File: src/rtl/fifo_reader.sv
// fifo_reader: drains the bootstrap FIFO into consecutive program-memory words; optional running sum under FIFOREADER_CHECKSUM_EN.
// Latency: 3 cycles per word (POP, CAPTURE, WRITE) when unstalled; waits while the FIFO is empty and holds each write until memack.
module fifo_reader #(
  parameter int MEM_ADDR_WIDTH = 10,
  parameter int DATA_WIDTH     = 32
) (
  input  logic                      fiforeader_clk_i,
  input  logic                      fiforeader_rstn_i,
  input  logic                      fiforeader_start_i,
  input  logic [MEM_ADDR_WIDTH-1:0] fiforeader_baseaddr_i,
  input  logic [MEM_ADDR_WIDTH-1:0] fiforeader_length_i,
  input  logic                      fiforeader_emptyflag_i,
  input  logic [DATA_WIDTH-1:0]     fiforeader_readdata_i,
  output logic                      fiforeader_readflag_o,
  output logic [MEM_ADDR_WIDTH-1:0] fiforeader_memaddr_o,
  output logic [DATA_WIDTH-1:0]     fiforeader_memdata_o,
  output logic                      fiforeader_memwe_o,
  input  logic                      fiforeader_memack_i,
  output logic                      fiforeader_busy_o,
  output logic                      fiforeader_done_o
`ifdef FIFOREADER_CHECKSUM_EN
  ,
  output logic [31:0]               fiforeader_checksum_o
`endif
);

  typedef enum logic [2:0] {
    ST_IDLE,
    ST_POP,
    ST_CAPTURE,
    ST_WRITE,
    ST_DONE
  } state_t;

  localparam logic [MEM_ADDR_WIDTH-1:0] ONE = MEM_ADDR_WIDTH'(1);

  state_t                    state;
  logic [MEM_ADDR_WIDTH-1:0] remaining;

  // Pop only when the FIFO has data; POP lasts a single cycle once it does.
  assign fiforeader_readflag_o = (state == ST_POP) && !fiforeader_emptyflag_i;

  always_ff @(posedge fiforeader_clk_i or negedge fiforeader_rstn_i) begin
    if (!fiforeader_rstn_i) begin
      state                <= ST_IDLE;
      remaining            <= '0;
      fiforeader_memaddr_o <= '0;
      fiforeader_memdata_o <= '0;
      fiforeader_memwe_o   <= 1'b0;
      fiforeader_busy_o    <= 1'b0;
      fiforeader_done_o    <= 1'b0;
    end else begin
      fiforeader_done_o <= 1'b0;
      case (state)
        ST_IDLE: begin
          if (fiforeader_start_i) begin
            if (fiforeader_length_i != '0) begin
              fiforeader_memaddr_o <= fiforeader_baseaddr_i;
              remaining            <= fiforeader_length_i;
              fiforeader_busy_o    <= 1'b1;
              state                <= ST_POP;
            end else begin
              fiforeader_done_o <= 1'b1;
              state             <= ST_DONE;
            end
          end
        end
        ST_POP: begin
          if (!fiforeader_emptyflag_i) state <= ST_CAPTURE;
        end
        ST_CAPTURE: begin
          fiforeader_memdata_o <= fiforeader_readdata_i;
          fiforeader_memwe_o   <= 1'b1;
          state                <= ST_WRITE;
        end
        ST_WRITE: begin
          if (fiforeader_memack_i) begin
            fiforeader_memwe_o   <= 1'b0;
            fiforeader_memaddr_o <= fiforeader_memaddr_o + ONE;
            remaining            <= remaining - ONE;
            if (remaining == ONE) begin
              fiforeader_busy_o <= 1'b0;
              fiforeader_done_o <= 1'b1;
              state             <= ST_DONE;
            end else begin
              state <= ST_POP;
            end
          end
        end
        ST_DONE: state <= ST_IDLE;
        default: state <= ST_IDLE;
      endcase
    end
  end

`ifdef FIFOREADER_CHECKSUM_EN
  // Sum of accepted writes; survives DONE so software can read it afterwards.
  always_ff @(posedge fiforeader_clk_i or negedge fiforeader_rstn_i) begin
    if (!fiforeader_rstn_i) begin
      fiforeader_checksum_o <= '0;
    end else if (state == ST_IDLE && fiforeader_start_i) begin
      fiforeader_checksum_o <= '0;
    end else if (state == ST_WRITE && fiforeader_memack_i) begin
      fiforeader_checksum_o <= fiforeader_checksum_o + 32'(fiforeader_memdata_o);
    end
  end
`endif

endmodule

File: config.mk
export PLATFORM = sky130hd
export DESIGN_NAME = fifo_reader
export DESIGN_NICKNAME = d
export VERILOG_FILES = /design/src/rtl/fifo_reader.sv
export SDC_FILE = /design/constraint.sdc
export NUM_CORES = 1
export LEC_CHECK = 0
export ABC_AREA = 1
export CAP_MARGIN = 20
export CORE_ASPECT_RATIO = 1.2
export CORE_MARGIN = 10
export CORE_UTILIZATION = 40
export DETAILED_ROUTE_END_ITERATION = 16
export HOLD_SLACK_MARGIN = 0.05
export PLACE_DENSITY = 0.72
export SKIP_CTS_REPAIR_TIMING = 1
export SYNTH_ARGS = -nofsm -noshare
export SYNTH_HDL_FRONTEND = slang
export SYNTH_SLANG_ARGS = --single-unit
File: constraint.sdc
create_clock -name fiforeader_clk_i -period 2.86 [get_ports fiforeader_clk_i]
set_input_delay 0.858 -clock fiforeader_clk_i [delete_from_list [all_inputs] [get_ports fiforeader_clk_i]]
set_output_delay 0.858 -clock fiforeader_clk_i [all_outputs]
set_load 0.05 [all_outputs]
==> out/qor.txt <==
CP startpoint -> fiforeader_emptyflag_i
Die X -> 97.9 µm
Clk Latency, worst-skew pair -> 0.33 ns
synthesized flop and latch total -> 58
FF+latch area -> 1450 µm²
antenna viol nets, final -> 0
Final Wtd Congestion -> 0.853
largest net degree at the start of global routing -> 59
clock sink count -> 58
dpl hpwl -> 5860 µm
Final #Nets -> 504
worst endpoint required time -> 2.00 ns
metal3 WL -> 797 µm
Hold Path Class -> reg -> reg
Yosys cell types -> 26
Fmax achieved -> 395 MHz
Via Count -> 2,575
row count -> 34
Diodes inserted -> 0
Layout area overhead -> 46.5%
Hold Slack -> 0.505 ns
vias in the first global route -> 2,627
Synth top area share -> 49.8%
minimum clock period -> 2.53 ns
Overflow after GRT -> 0
Iteration-0 DRC Markers -> 86
final setup vio count -> 0
htree depth -> 3
area of the multi-input gates -> 1300 µm²
met2 WL -> 3780 µm
top area cells in the synthesized netlist -> dfrtp_1 (50%), nand2_1 (15%), mux2_2 (12%), nand3_1 (4.5%), o21ai_0 (3.6%)
PD cells -> 1350 nW/µm²
setup TNS -> 0 ns
Global Route Usage Sum -> 13.9%
Ys Warns -> 0
Post-Synthesis Cells -> 336
DR top layer -> met4
clk_skew -> 0.00991 ns
Slew HR -> 63.4%
Synth Net Count -> 396
filler cell count -> 635
clk root buf -> clkbuf_8
kind of critical path -> in -> out
CTS tree -> built
# port buffers -> 102
clk buf depth -> 2
area leader, netlist -> dfrtp_1
clk slew on worst S/H paths -> 0.07 ns
initial antenna violation count -> 0
status -> finished, final reports clean
WL met1 -> 3230 µm
R2R Path Start -> state[2]
Die ar. -> 11,100 µm²
MaxCap Viol Count -> 0
final-report hold violation count -> 0
Leak -> 2.00 nW
Final Util -> 59.3%
TritonRoute pass-1 iters -> 4
RSZ-0062 raised after global routing -> false
Setup crit end kind -> output pin
Top Ports -> 103
CP Data Arrival Time -> 1.67 ns
global-route wire length before repair -> 12,900 µm
share of cells above drive strength 1 -> 14.0%
Core ar. -> 7190 µm²
critical-path maximum fanout -> 3
final cycle utilization of the critical path -> 88.5%
synthesized area -> 2910 µm²
Layout Cells excl Fill -> 539
Mapped Avg Cell Area -> 8.67 µm²
Peak VDD IR -> 716 µV
kind of start point of the critical path -> input pin
Initial Util -> 40.5%
Vias/cell -> 4.78
hold_sp -> fiforeader_memdata_o[21]
DRC -> 0
Inst Count DP -> 523
Die H -> 113 µm
Detailed Route WL -> 7840 µm
max-slew violations -> 0
Num CTS Buffers -> 9
average wire per standard cell -> 14.6 µm
sequential share of the synthesized area -> 49.8%
slew at the pin closest to its max-slew limit -> 0.547 ns
==> critical path, stage by stage <==
cell and delay [ns]:
clkdlybuf4s50_1 0.44, nor2_1 0.20, buf_12 0.17
==> placed cells by master (no fill, tap or decap), types with 2 or more instances in the layout <==
cell,count
o21ai_0,21
or2_2,2
clkdlybuf4s50_1,100
bufinv_16,2
inv_2,4
nand4_1,4
a21oi_1,2
inv_1,25
buf_4,4
nand2_1,114
clkinv_2,2
dfrtp_1,58
o21bai_1,2
nand3_1,26
mux2_2,32
mux2i_1,2
buf_12,2
clkbuf_8,10
ha_1,3
nor2_1,22
==> synth_stat cells <==
library cell,count
o21bai_1,2
a31oi_1,1
dfrtp_1,58
xnor2_1,1
ha_1,3
inv_1,25
inv_2,4
buf_4,2
nand4_1,4
nand3_2,1
nand3_1,26
nor3_2,1
o21ai_0,21
nor3_1,1
o21ai_1,1
xor2_1,1
mux2i_1,2
nand2_1,114
or2_2,2
nor2_1,22
nand2_4,1
buf_2,6
mux2_2,32
a21oi_1,2
clkbuf_1,2
a21o_1,1
==> registers in the layout (all words and copies together) (netlist names) <==
register / count
fiforeader_memdata_o: 32
fiforeader_memaddr_o: 10
remaining: 10
state: 3
fiforeader_busy_o: 1
fiforeader_done_o: 1
fiforeader_memwe_o: 1
==> stage by stage <==
stage	total power, mW	setup slack [ns]	cell area (µm²)
finish	5.77	0.329	4270
global placement	4.90	0.330	4050
CTS	5.83	0.320	4270
global route	6.16	0.280	4270
detailed placement	4.96	0.321	4050
floorplan	3.87	0.490	2910
==> layout make-up <==
class / count / area share [%]
inverters: 29 / 2.55
clock inverters: 5 / 1.82
multi-input cells: 239 / 30.4
repair buffers: 107 / 25.2
flip-flops and latches: 58 / 34.0
clock buffers: 11 / 3.31
well taps: 90 / 2.64
==> routing by layer <==
metal / up-vias / track usage (%)
met5: - / 0
met4: 0 / 4.37
met3: 4 / 7.32
met2: 66 / 23.2
met1: 1210 / 15.0
li1: 1295 / -
==> where the power goes <==
| part | switching (mW) | total (mW) | leakage [nW] | internal (mW) |
|---|---|---|---|---|
| combinational | 2.18 | 3.40 | 1.19 | 1.23 |
| clock | 0.324 | 0.835 | 0.109 | 0.512 |
| sequential | 0.296 | 1.53 | 0.694 | 1.24 |
==> final timing paths <==
path | to | depth (start not counted) | slack, ns
worst max-delay path | fiforeader_readflag_o | 3 | 0.33
worst min-delay path | fiforeader_memdata_o[21] | 1 | 0.50
min in group asynchronous | fiforeader_memdata_o[20] | 2 | 0.53
max in group asynchronous | fiforeader_memaddr_o[5] | 2 | 2.06
worst min register to register | fiforeader_memdata_o[21] | 1 | 0.50
worst max register to register | remaining[9] | 10 | 0.98
==> cell families after synthesis <==
logic type      Yosys count  share of synthesized area, %
simple gates            172                          24.5
flops                    58                          49.8
buf+inv                  39                          5.54
mux                      34                          13.1
compound gates           28                          5.11
fa+ha+maj                 3                          1.29
xor+xnor                  2                         0.602
Note: power is estimated with default switching activity, not from simulation.
